--- src/rtl/chiplet_types_pkg.sv ---
// Shared types and register map for the chiplet endpoint receive path.
//   vc_t       : virtual channel index (up to 8 VCs)
//   metadata_t : per-flit sideband (tag + VC)
//   flit_t     : metadata + 32-bit payload
//   ctrl_t     : CTRL register fields
// Also holds bus addresses, the idle read pattern and the drop counter ceiling.
package chiplet_types_pkg;

    typedef logic [2:0] vc_t;

    typedef struct packed {
        logic [7:0] tag;
        vc_t        vc;
    } metadata_t;

    typedef struct packed {
        metadata_t   metadata;
        logic [31:0] payload;
    } flit_t;

    typedef struct packed {
        vc_t  sel_vc;
        logic irq_en;
        logic mode;
    } ctrl_t;

    localparam logic [31:0] ADDR_RX_READY    = 32'h0000_1000;
    localparam logic [31:0] ADDR_RX_PAYLOAD  = 32'h0000_1004;
    localparam logic [31:0] ADDR_RX_METADATA = 32'h0000_1008;
    localparam logic [31:0] ADDR_CTRL        = 32'h0000_100C;
    localparam logic [31:0] ADDR_STATUS      = 32'h0000_1010;
    localparam logic [31:0] ADDR_COUNT       = 32'h0000_1014;

    localparam logic [31:0] RDATA_IDLE = 32'hBAD1_BAD1;
    localparam logic [15:0] DROP_MAX   = 16'hFFFF;

    function automatic logic [31:0] ctrl_to_word(ctrl_t c);
        return {21'b0, c.sel_vc, 6'b0, c.irq_en, c.mode};
    endfunction

endpackage

--- src/rtl/bus_protocol_if.sv ---
// Simple single-cycle register bus.
//   peripheral_vital : addr, wen, ren, wdata in; rdata, error, request_stall out
//   host             : mirror image for the bus master
interface bus_protocol_if;
    logic [31:0] addr;
    logic        wen;
    logic        ren;
    logic [31:0] wdata;
    logic [31:0] rdata;
    logic        error;
    logic        request_stall;

    modport peripheral_vital (
        input  addr, wen, ren, wdata,
        output rdata, error, request_stall
    );

    modport host (
        output addr, wen, ren, wdata,
        input  rdata, error, request_stall
    );
endinterface

--- src/rtl/vc_rx_fifo.sv ---
// Per-VC receive queue: synchronous FIFO with a combinational head.
//   clk, rst       : clock, synchronous active-high reset (empties the queue)
//   push_i/wdata_i : enqueue; accepted when not full, or when full and popping
//   pop_i          : dequeue the head; ignored when empty
//   rdata_o        : current head entry
//   full_o/empty_o : occupancy flags from registered state
//   count_o        : occupancy 0..DEPTH
module vc_rx_fifo #(
    parameter int WIDTH = 32,
    parameter int DEPTH = 4
) (
    input  logic                       clk,
    input  logic                       rst,
    input  logic                       push_i,
    input  logic [WIDTH-1:0]           wdata_i,
    input  logic                       pop_i,
    output logic [WIDTH-1:0]           rdata_o,
    output logic                       full_o,
    output logic                       empty_o,
    output logic [$clog2(DEPTH):0]     count_o
);
    localparam int AW = $clog2(DEPTH);
    localparam int CW = AW + 1;

    logic [WIDTH-1:0] mem_q [DEPTH];
    logic [AW-1:0]    wr_ptr_q, rd_ptr_q;
    logic [CW-1:0]    count_q, count_d;
    logic             do_push, do_pop;

    assign full_o  = (count_q == CW'(DEPTH));
    assign empty_o = (count_q == '0);
    assign count_o = count_q;
    assign rdata_o = mem_q[rd_ptr_q];

    // A full queue may still accept when its head leaves in the same cycle.
    assign do_pop  = pop_i && !empty_o;
    assign do_push = push_i && (!full_o || do_pop);

    always_comb begin
        count_d = count_q;
        case ({do_push, do_pop})
            2'b10:   count_d = count_q + CW'(1);
            2'b01:   count_d = count_q - CW'(1);
            default: count_d = count_q;
        endcase
    end

    always_ff @(posedge clk) begin
        if (rst) begin
            wr_ptr_q <= '0;
            rd_ptr_q <= '0;
            count_q  <= '0;
        end else begin
            if (do_push) wr_ptr_q <= wr_ptr_q + AW'(1);
            if (do_pop)  rd_ptr_q <= rd_ptr_q + AW'(1);
            count_q <= count_d;
        end
    end

    // Storage carries no reset; validity is tracked by the pointers.
    always_ff @(posedge clk) begin
        if (do_push) mem_q[wr_ptr_q] <= wdata_i;
    end

endmodule

--- src/rtl/endpoint_rx_vc.sv ---
// Endpoint receive block: per-VC flit queues drained by register reads.
//   clk, rst      : clock, synchronous active-high reset
//   in_valid      : switch presents in_flit (VC from in_flit.metadata.vc)
//   in_ready      : per-VC not-full, from registered occupancy
//   credit_return : one-cycle pulse per flit dequeued from that VC
//   irq           : registered irq_en & (any VC non-empty)
//   bus_if        : single-cycle register port (never stalls)
module endpoint_rx_vc
    import chiplet_types_pkg::*;
#(
    parameter int NUM_VCS = 2,
    parameter int DEPTH   = 4
) (
    input  logic                     clk,
    input  logic                     rst,
    input  logic                     in_valid,
    input  flit_t                    in_flit,
    output logic [NUM_VCS-1:0]       in_ready,
    output logic [NUM_VCS-1:0]       credit_return,
    output logic                     irq,
    bus_protocol_if.peripheral_vital bus_if
);
    localparam int CW     = $clog2(DEPTH) + 1;
    localparam int FLIT_W = $bits(flit_t);
    localparam int META_W = $bits(metadata_t);

    logic [NUM_VCS-1:0] push, pop, full, empty, nonempty;
    logic [CW-1:0]      count [NUM_VCS];
    logic [FLIT_W-1:0]  head  [NUM_VCS];

    ctrl_t              ctrl_q, ctrl_d;
    vc_t                rr_ptr_q, rr_ptr_d;
    logic               overflow_q, overflow_d;
    logic [15:0]        drop_q, drop_d;
    logic [NUM_VCS-1:0] credit_q;
    logic               irq_q;

    vc_t                cur_vc, in_vc;
    flit_t              cur_head;
    logic [CW-1:0]      cur_count;
    logic               cur_nonempty;
    logic               pay_pop, ctrl_we, status_clr, drop, rr_found;

    for (genvar v = 0; v < NUM_VCS; v++) begin : g_vc
        vc_rx_fifo #(
            .WIDTH (FLIT_W),
            .DEPTH (DEPTH)
        ) u_fifo (
            .clk     (clk),
            .rst     (rst),
            .push_i  (push[v]),
            .wdata_i (in_flit),
            .pop_i   (pop[v]),
            .rdata_o (head[v]),
            .full_o  (full[v]),
            .empty_o (empty[v]),
            .count_o (count[v])
        );
    end

    assign nonempty      = ~empty;
    assign in_ready      = ~full;
    assign credit_return = credit_q;
    assign irq           = irq_q;
    assign in_vc         = in_flit.metadata.vc;
    assign cur_vc        = ctrl_q.mode ? rr_ptr_q : ctrl_q.sel_vc;

    always_comb begin
        cur_head     = '0;
        cur_count    = '0;
        cur_nonempty = 1'b0;
        for (int v = 0; v < NUM_VCS; v++) begin
            if (cur_vc == vc_t'(v)) begin
                cur_head     = flit_t'(head[v]);
                cur_count    = count[v];
                cur_nonempty = nonempty[v];
            end
        end
    end

    // Register decode; all accesses complete in the cycle they are presented.
    always_comb begin
        bus_if.rdata         = RDATA_IDLE;
        bus_if.error         = 1'b0;
        bus_if.request_stall = 1'b0;
        pay_pop              = 1'b0;
        ctrl_we              = 1'b0;
        status_clr           = 1'b0;
        case (bus_if.addr)
            ADDR_RX_READY: begin
                if (bus_if.ren) bus_if.rdata = 32'(nonempty);
            end
            ADDR_RX_PAYLOAD: begin
                if (bus_if.ren) begin
                    if (cur_nonempty) begin
                        bus_if.rdata = cur_head.payload;
                        pay_pop      = 1'b1;
                    end else begin
                        bus_if.error = 1'b1;
                    end
                end
            end
            ADDR_RX_METADATA: begin
                if (bus_if.ren)
                    bus_if.rdata = cur_nonempty ? {{(32-META_W){1'b0}}, cur_head.metadata} : '0;
            end
            ADDR_CTRL: begin
                if (bus_if.ren) bus_if.rdata = ctrl_to_word(ctrl_q);
                if (bus_if.wen) begin
                    if (32'(bus_if.wdata[10:8]) >= 32'(NUM_VCS)) bus_if.error = 1'b1;
                    else                                         ctrl_we      = 1'b1;
                end
            end
            ADDR_STATUS: begin
                if (bus_if.ren) bus_if.rdata = {drop_q, 5'b0, cur_vc, 7'b0, overflow_q};
                if (bus_if.wen) status_clr = 1'b1;
            end
            ADDR_COUNT: begin
                if (bus_if.ren) bus_if.rdata = 32'(cur_count);
            end
            default: begin
                if (bus_if.ren || bus_if.wen) bus_if.error = 1'b1;
            end
        endcase
    end

    // Pushing into a full VC is legal only when that VC pops in the same cycle.
    always_comb begin
        push = '0;
        pop  = '0;
        for (int v = 0; v < NUM_VCS; v++) begin
            pop[v]  = pay_pop && (cur_vc == vc_t'(v));
            push[v] = in_valid && (in_vc == vc_t'(v)) && (!full[v] || pop[v]);
        end
    end

    // An out-of-range VC never matches any queue, so it falls into the drop path.
    assign drop = in_valid && (push == '0);

    always_comb begin
        overflow_d = overflow_q;
        drop_d     = drop_q;
        if (status_clr) begin
            overflow_d = 1'b0;
            drop_d     = '0;
        end
        if (drop) begin
            overflow_d = 1'b1;
            if (drop_d != DROP_MAX) drop_d = drop_d + 16'd1;
        end
    end

    always_comb begin
        ctrl_d = ctrl_q;
        if (ctrl_we) begin
            ctrl_d.sel_vc = bus_if.wdata[10:8];
            ctrl_d.irq_en = bus_if.wdata[1];
            ctrl_d.mode   = bus_if.wdata[0];
        end
    end

    // Round-robin: cyclic search starting after rr_ptr, rr_ptr itself last.
    always_comb begin
        rr_ptr_d = rr_ptr_q;
        rr_found = 1'b0;
        if (ctrl_q.mode && (pay_pop || !cur_nonempty)) begin
            for (int i = 1; i <= NUM_VCS; i++) begin
                for (int v = 0; v < NUM_VCS; v++) begin
                    if (!rr_found && nonempty[v] && (v == (int'(rr_ptr_q) + i) % NUM_VCS)) begin
                        rr_ptr_d = vc_t'(v);
                        rr_found = 1'b1;
                    end
                end
            end
        end
    end

    always_ff @(posedge clk) begin
        if (rst) begin
            ctrl_q     <= '0;
            rr_ptr_q   <= '0;
            overflow_q <= 1'b0;
            drop_q     <= '0;
            credit_q   <= '0;
            irq_q      <= 1'b0;
        end else begin
            ctrl_q     <= ctrl_d;
            rr_ptr_q   <= rr_ptr_d;
            overflow_q <= overflow_d;
            drop_q     <= drop_d;
            credit_q   <= pop;
            irq_q      <= ctrl_q.irq_en && (nonempty != '0);
        end
    end

endmodule

--- src/flat_wrapper.sv ---
// flat-port wrapper written by rule: the top's interface ports become plain ports
module endpoint_rx_vc_flat import chiplet_types_pkg::*;
#(
    parameter int NUM_VCS = 2,
    parameter int DEPTH   = 4
)
  (clk, rst, in_valid, in_flit, in_ready, credit_return, irq, bus_if_addr, bus_if_wen, bus_if_ren, bus_if_wdata, bus_if_rdata, bus_if_error, bus_if_request_stall);
  bus_protocol_if bus_if_i ();
  input  logic clk;
  input  logic rst;
  input  logic in_valid;
  input  flit_t in_flit;
  output logic [NUM_VCS-1:0] in_ready;
  output logic [NUM_VCS-1:0] credit_return;
  output logic irq;
  input wire logic [$bits(bus_if_i.addr)-1:0] bus_if_addr;
  input wire logic [$bits(bus_if_i.wen)-1:0] bus_if_wen;
  input wire logic [$bits(bus_if_i.ren)-1:0] bus_if_ren;
  input wire logic [$bits(bus_if_i.wdata)-1:0] bus_if_wdata;
  output wire logic [$bits(bus_if_i.rdata)-1:0] bus_if_rdata;
  output wire logic [$bits(bus_if_i.error)-1:0] bus_if_error;
  output wire logic [$bits(bus_if_i.request_stall)-1:0] bus_if_request_stall;
  assign bus_if_i.addr = bus_if_addr;
  assign bus_if_i.wen = bus_if_wen;
  assign bus_if_i.ren = bus_if_ren;
  assign bus_if_i.wdata = bus_if_wdata;
  assign bus_if_rdata = bus_if_i.rdata;
  assign bus_if_error = bus_if_i.error;
  assign bus_if_request_stall = bus_if_i.request_stall;
  endpoint_rx_vc #(.NUM_VCS(NUM_VCS), .DEPTH(DEPTH)) u_core (.clk(clk), .rst(rst), .in_valid(in_valid), .in_flit(in_flit), .in_ready(in_ready), .credit_return(credit_return), .irq(irq), .bus_if(bus_if_i));
endmodule
--- config.mk ---
export PLATFORM = sky130hd
export DESIGN_NAME = endpoint_rx_vc_flat
export DESIGN_NICKNAME = d
export VERILOG_FILES = /design/src/rtl/chiplet_types_pkg.sv /design/src/rtl/bus_protocol_if.sv /design/src/rtl/vc_rx_fifo.sv /design/src/rtl/endpoint_rx_vc.sv /design/src/flat_wrapper.sv
export SDC_FILE = /design/constraint.sdc
export NUM_CORES = 1
export LEC_CHECK = 0
export ABC_AREA = 1
export BUFFER_PORTS_ARGS = -buffer_cell sky130_fd_sc_hd__buf_2
export CELL_PAD_IN_SITES_DETAIL_PLACEMENT = 1
export CELL_PAD_IN_SITES_GLOBAL_PLACEMENT = 1
export CORE_ASPECT_RATIO = 0.9
export CORE_MARGIN = 2
export CORE_UTILIZATION = 43
export CTS_BUF_LIST = sky130_fd_sc_hd__clkbuf_8 sky130_fd_sc_hd__clkbuf_16
export DETAILED_ROUTE_END_ITERATION = 12
export HOLD_SLACK_MARGIN = 0.03
export PLACE_DENSITY_LB_ADDON = 0.1
export REMOVE_ABC_BUFFERS = 1
export SLEW_MARGIN = 20
export SYNTH_ARGS = -nofsm -noshare
export SYNTH_HDL_FRONTEND = slang
export SYNTH_HIERARCHICAL = 1
export SYNTH_SLANG_ARGS = --single-unit
--- constraint.sdc ---
create_clock -name clk -period 4.19 [get_ports clk]
set_clock_uncertainty 0.15 [all_clocks]
set_input_delay 0.419 -clock clk [delete_from_list [all_inputs] [get_ports clk]]
set_output_delay 0.419 -clock clk [all_outputs]
set_load 0.03 [all_outputs]
==> results of run 1 <==
## critical path: cells and delay by family (launching register included)
family | cells | cell delay [ns]
AO/OA/AOI/OAI | 4 | 1.32
AND/OR/NAND/NOR | 1 | 0.23
flip-flops | 1 | 0.33
buffers and inverters | 2 | 0.92
## report_power, final
part	internal [mW]	switching, mW
Clock	2.25	1.56
Combinational	0.0932	0.156
Sequential	4.23	0.0107
Total	6.57	1.72
## cells in the final DEF (no fill, tap or decap), types with 12 or more instances in the layout
cell type        n
o22ai_1         87
edfxtp_1       344
nor2_1         258
dfxtp_1         40
buf_2          122
inv_1          113
nand3_1         70
dlygate4sd3_1   45
a21oi_1         29
a22o_1          22
clkbuf_16       43
nor2_4          12
o21ai_1         16
buf_4           31
o21ai_0        183
nand2_1        182
## worst min path at each step
stage | from | end | slack [ns] | cells after the start
after global routing | in_flit[32] | u_core/g_vc[0].u_fifo/mem_q[3][32] | 0.08 | 1
after global placement | u_core/overflow_q | u_core/overflow_q | 0.30 | 2
after floorplan | u_core/overflow_q | u_core/overflow_q | 0.28 | 2
after CTS | in_flit[32] | u_core/g_vc[0].u_fifo/mem_q[3][32] | 0.07 | 1
after detailed placement | u_core/overflow_q | u_core/overflow_q | 0.31 | 2
final | in_flit[32] | u_core/g_vc[0].u_fifo/mem_q[3][32] | 0.09 | 1
## logic make-up (layout without fill, tap and decap cells)
family / count (synthesis) / count (layout)
DFF: 388 / 388
adders and majority gates: 13 / 13
xor gates and xnor gates: 5 / 5
AOI/OAI and AO/OA: 365 / 365
and+or+nand+nor: 557 / 557
buffers and inverters: 188 / 402
other: 1 / 1
## metrics by stage
stage / power [mW] / util / worst slack, ns / cells / instance area, um2
4_1_cts: 8.36 / 0.519 / 0.214 / 2256 / 19900
6_report: 8.30 / 0.519 / 0.230 / 2256 / 19900
3_3_place_gp: 4.53 / 0.471 / 0.646 / 2132 / 18100
2_1_floorplan: 4.41 / - / -0.179 / 1446 / 16300
5_1_grt: 8.52 / 0.519 / 0.0463 / 2256 / 19900
3_5_place_dp: 4.54 / 0.471 / 0.596 / 2132 / 18100
## flip-flops by register name (all words and copies together) (netlist names), named ones only
register and cells:
u_core/g_vc.u_fifo/wr_ptr_q 4, u_core/overflow_q 1, u_core/irq 1, u_core/g_vc.u_fifo/count_o 6, u_core/rr_ptr_q 1, u_core/drop_q 16, u_core/g_vc.u_fifo/mem_q 344, u_core/ctrl_q 5
u_core/g_vc.u_fifo/rd_ptr_q 4, u_core/credit_return 2
## timing repair
action,CTS,global route
setup endpoints to repair,0,1
hold endpoints to repair,339,0
hold buffers,45,0
resized for setup,0,1
## metal layers
layer	track usage	up-vias
met4	0.0842	0
met1	0.339	6298
met3	0.0329	89
li1	-	5742
met5	0	-
met2	0.422	353
## area by class of cell
type / instances / share of cell area
sequential: 388 / 0.563
clock buffer: 43 / 0.0540
inverter: 117 / 0.0221
timing repair buffer: 206 / 0.0729
multi-input combinational: 941 / 0.238
clock inverter: 36 / 0.0171
tap: 525 / 0.0330
## synth_stat cells, types with 3 or more instances
library cell and n:
edfxtp_1 344, nor2_1 266, o21ai_0 183, nand2_1 182, inv_1 106, o22ai_1 87, nand3_1 70, dfxtp_1 44
clkbuf_1 30, a21oi_1 29, a22o_1 22, o21ai_1 16, buf_6 14, buf_2 13, buf_4 11, ha_1 11
inv_2 10, nand4_1 8, a31oi_1 7, nand2_2 6, nor2_2 6, o211ai_1 6, a211oi_1 4, nand3b_1 4
nor2_4 4, xor2_1 4, buf_1 3, nor3_1 3
==> results.py, run 1 <==
metrics = {
    "status": {
        "outcome": "finished clean",
    },
    "timing": {
        "maxSlewHeadroom": 0.288,
        "finalCriticalPeriod_ns": 3.96,
        "timing.hold.ws_ns": 0.0913,
        "worstMarginPinSlew_ns": 1.07,
        "max_freq_ghz": 0.252,
        "tns_ns": 0,
        "rsz0062_at_grt": "no",
        "final-max-slew-violation-count": 0,
        "hold_viol_final": 0,
        "fin_crit_sh": 0.945,
        "setup_viol": 0,
    },
    "yosys": {
        "synthMuxAreaShare": 0,
        "synth_top_family_by_area": "simple AND/OR/NAND/NOR gates",
        "synth_top_area_share": 0.616,
        "synthCells": 1517,
        "synth_edf_count": 344,
        "synth.avg_cell_area_um2": 11.0,
        "synth_warnings": 6,
        "synth_simple_gate_area_frac": 0.140,
        "synth_seq_cells": 388,
        "ys_types": 45,
        "synth_compound_area_frac": 0.126,
        "synth_area_leaders": "edfxtp_1 62%, nor2_1 6.0%, o21ai_0 5.5%",
        "synth_xor_area_frac": 0.00261,
        "synth.cell_area_mm2": 0.0168,
        "synth-main-ff-cell": "edfxtp_1",
        "synth_largest_area_cell": "edfxtp_1",
        "synth-seq-area-share": 0.669,
        "synth-adder-area-share": 0.0106,
        "synthArstFlopShare": 0,
    },
    "grt": {
        "overflow": 0,
        "first_global_vias": 12800,
        "grt_pass1_wl_mm": 75.7,
        "grtUsageTotal": 0.252,
        "grt_max_degree": 87,
        "antenna_found_initial": 0,
    },
    "route": {
        "wl_met1_mm": 22.3,
        "top_layer": "met4",
        "viasPerCell": 5.53,
        "ant_nets": 0,
        "drt_first_iter_violations": 848,
        "routedWlPerCell_um": 22.3,
        "dr_wl_met3_mm": 2.64,
        "wl_mm": 50.3,
        "dr.pass1.iters": 5,
        "dr_wl_met2_mm": 24.1,
        "drc_errors": 0,
        "vias": 12500,
    },
    "critical_path": {
        "cp_cell_sequence": "clkinv_2, o21ai_0, o22ai_1, a22o_1, o21ai_0, nand4_1, buf_2",
        "rrSetupSlack_ns": 0.55,
        "cp-start-kind": "register",
        "cp-endpoint": "bus_if_rdata[16]",
        "cp_slowest_cell": "clkinv_2",
        "r2r_start": "u_core/g_vc[0].u_fifo/count_o[1]",
        "path_max_fanout": 54,
        "crit_required_ns": 3.62,
        "critPathKind": "register to output pin",
        "r2r-end": "u_core/g_vc[1].u_fifo/mem_q[0][29]",
        "end_kind": "output pin",
        "rr_worst_depth": 13,
        "worst_ep_arrival_time_ns": 3.39,
        "crit_top_cell": "o21ai_0",
        "slowest_delay_ns": 0.69,
    },
    "floorplanning": {
        "placementRows": 68,
        "dieArea_mm2": 0.0406,
        "core_area_mm2": 0.0384,
        "die_height_um": 191,
        "start_util": 0.437,
        "die_w_um": 212,
        "ios": 151,
    },
    "cells_and_area": {
        "syn_to_final_growth_pct": 18.9,
        "fillers": 4128,
        "fin_nets": 1822,
        "drive_gt1_frac": 0.159,
        "n_antenna_cell": 0,
        "multiInputGateArea_mm2": 0.00475,
        "seqCellArea_mm2": 0.0112,
    },
    "clock_tree": {
        "cts_max_level": 2,
        "clock_latency_ns": 0.56,
        "clock_path_buffers": 3,
        "clockRootBuffer": "clkbuf_16",
        "clock_sinks": 388,
        "numCtsBuffers": 43,
        "post_cts_buffers": 0,
        "clkTransAtPathRegs_ns": 0.06,
        "cts_tree": "built",
    },
    "placed_design": {
        "hpwl_mm": 30.8,
        "portBuffers": 122,
        "gp_congestion": 0.805,
    },
    "job": {
        "cap_violations": 0,
    },
    "power": {
        "powerDensity_mw_per_mm2": 416,
        "leakage_nw": 7.28,
        "vdd_drop_max_v": 0.000592,
    },
    "hold_path": {
        "hold_class": "primary input to register",
    },
}
No activity file was read; power rests on OpenSTA's default activity.
==> run 2, diff against run 1 <==
==> constraint.sdc (replaced) <==
create_clock -name clk -period 4.19 [get_ports clk]
set_clock_uncertainty 0.15 [all_clocks]
set_input_delay 0.419 -clock clk [delete_from_list [all_inputs] [get_ports clk]]
set_output_delay 0.419 -clock clk [all_outputs]
set_load 0.01 [all_outputs]
==> results.py, run 2 (synthesis results as in run 1) <==
metrics = {
    "placed_design": {
        "placed_cells": 2125,
        "pre_cts_slack_ns": 0.673,
        "gp_congestion": 0.799,
        "portBuffers": 122,
        "hpwl_mm": 29.5,
    },
    "cells_and_area": {
        "top_register": "u_core/g_vc.u_fifo/mem_q",
        "mostFrequentLayoutCells": "344 x edfxtp_1, 258 x nor2_1, 183 x o21ai_0, 182 x nand2_1, 122 x buf_2",
        "final_common_cell": "edfxtp_1",
        "n_antenna_cell": 0,
        "fin_nets": 1812,
        "drive_gt1_frac": 0.154,
        "fillers": 4133,
        "final_cells": 2246,
        "largest_reg_flops": 344,
        "utilization": 0.516,
        "syn_to_final_growth_pct": 18.2,
    },
    "clock_tree": {
        "clockRootBuffer": "clkbuf_16",
        "cts_max_level": 2,
        "cts_tree": "built",
        "numCtsBuffers": 42,
        "clkTransAtPathRegs_ns": 0.06,
        "clock_sinks": 388,
        "clock_latency_ns": 0.55,
        "clock_path_buffers": 3,
        "post_cts_buffers": 0,
    },
    "timing": {
        "max_freq_ghz": 0.258,
        "timing.hold.ws_ns": 0.0360,
        "final-max-slew-violation-count": 0,
        "maxSlewHeadroom": 0.319,
        "hold_viol_final": 0,
        "worst_slack_ns": 0.317,
        "setup_viol": 0,
        "worstMarginPinSlew_ns": 1.02,
        "fin_crit_sh": 0.924,
        "finalCriticalPeriod_ns": 3.87,
        "rsz0062_at_grt": "no",
    },
    "critical_path": {
        "end_kind": "output pin",
        "crit_required_ns": 3.62,
        "worst_ep_arrival_time_ns": 3.30,
        "path_max_fanout": 10,
        "cp-start-kind": "register",
        "critPathKind": "register to output pin",
    },
    "grt": {
        "overflow": 0,
        "antenna_found_initial": 0,
        "grtUsageTotal": 0.250,
        "first_global_vias": 12700,
        "grt_pass1_wl_mm": 75.5,
        "grt_max_degree": 87,
    },
    "route": {
        "ant_nets": 0,
        "drt_first_iter_violations": 923,
        "vias": 12400,
        "dr.pass1.iters": 5,
        "wl_mm": 49.5,
        "drc_errors": 0,
        "routedWlPerCell_um": 22.1,
        "viasPerCell": 5.50,
    },
    "floorplanning": {
        "ios": 151,
        "core_area_mm2": 0.0384,
        "placementRows": 68,
        "dieArea_mm2": 0.0406,
        "die_w_um": 212,
        "die_height_um": 191,
        "start_util": 0.437,
    },
    "power": {
        "vdd_drop_max_v": 0.000304,
        "leakage_nw": 7.24,
        "powerDensity_mw_per_mm2": 410,
    },
    "job": {
        "cap_violations": 0,
    },
    "hold_path": {
        "hold_class": "primary input to register",
    },
    "status": {
        "outcome": "finished clean",
    },
}
run 2: worst paths after layout:
| path | from | endpoint | slack [ns] | cells after the start |
|---|---|---|---|---|
| max | u_core/g_vc[0].u_fifo/count_o[1] | bus_if_rdata[0] | 0.32 | 11 |
| min reg2reg | u_core/overflow_q | u_core/overflow_q | 0.32 | 2 |
| min | in_flit[22] | u_core/g_vc[0].u_fifo/mem_q[3][22] | 0.04 | 1 |
| max reg2reg | u_core/g_vc[0].u_fifo/count_o[1] | u_core/g_vc[0].u_fifo/count_o[2] | 0.66 | 19 |
run 2: area by class of cell:
cell class | count | area (um2) | area share
Tap cell | 525 | 657 | 0.0331
Clock buffer | 46 | 1120 | 0.0564
Multi-Input combinational cell | 941 | 4750 | 0.240
Timing Repair Buffer | 197 | 1410 | 0.0710
Sequential cell | 388 | 11200 | 0.566
Clock inverter | 32 | 231 | 0.0117
Inverter | 117 | 440 | 0.0222
run 2: per-layer routing:
layer	track usage	routed length, um	share of wire
met4	0.0653	903	0.018
met1	0.350	22500	0.46
met3	0.0342	2750	0.055
met5	0	0	0
met2	0.410	23300	0.47
run 2: what timing repair did:
action	CTS	global route
endpoints found under the hold margin	330	0
endpoints found under the setup margin	0	1
hold buffers	43	0
gates resized for setup	0	1
run 2: metrics by stage:
| stage | instance area, um2 | power, mW | TNS, ns |
|---|---|---|---|
| after global placement | 18000 | 4.53 | 0 |
| after global routing | 19800 | 8.35 | 0 |
| after CTS | 19800 | 8.18 | 0 |
| after floorplan | 16300 | 4.40 | -60.22 |
| final | 19800 | 8.12 | 0 |
| after detailed placement | 18000 | 4.54 | 0 |
run 2: power by group:
group | total (mW) | internal (mW) | switching [mW]
clock network | 3.63 | 2.10 | 1.52
logic | 0.246 | 0.0919 | 0.154
registers | 4.24 | 4.23 | 0.0109
run 2: critical path, cell delays in order (launching register included):
cell and delay [ns]:
dfxtp_1 0.40, nor2_1 0.09, nand2_1 0.13, inv_1 0.11, nand3b_2 0.25, a21oi_4 0.43
inv_1 0.37, a221oi_2 0.40, nor2_1 0.09, nor2_1 0.10, o2111ai_1 0.17, buf_2 0.19
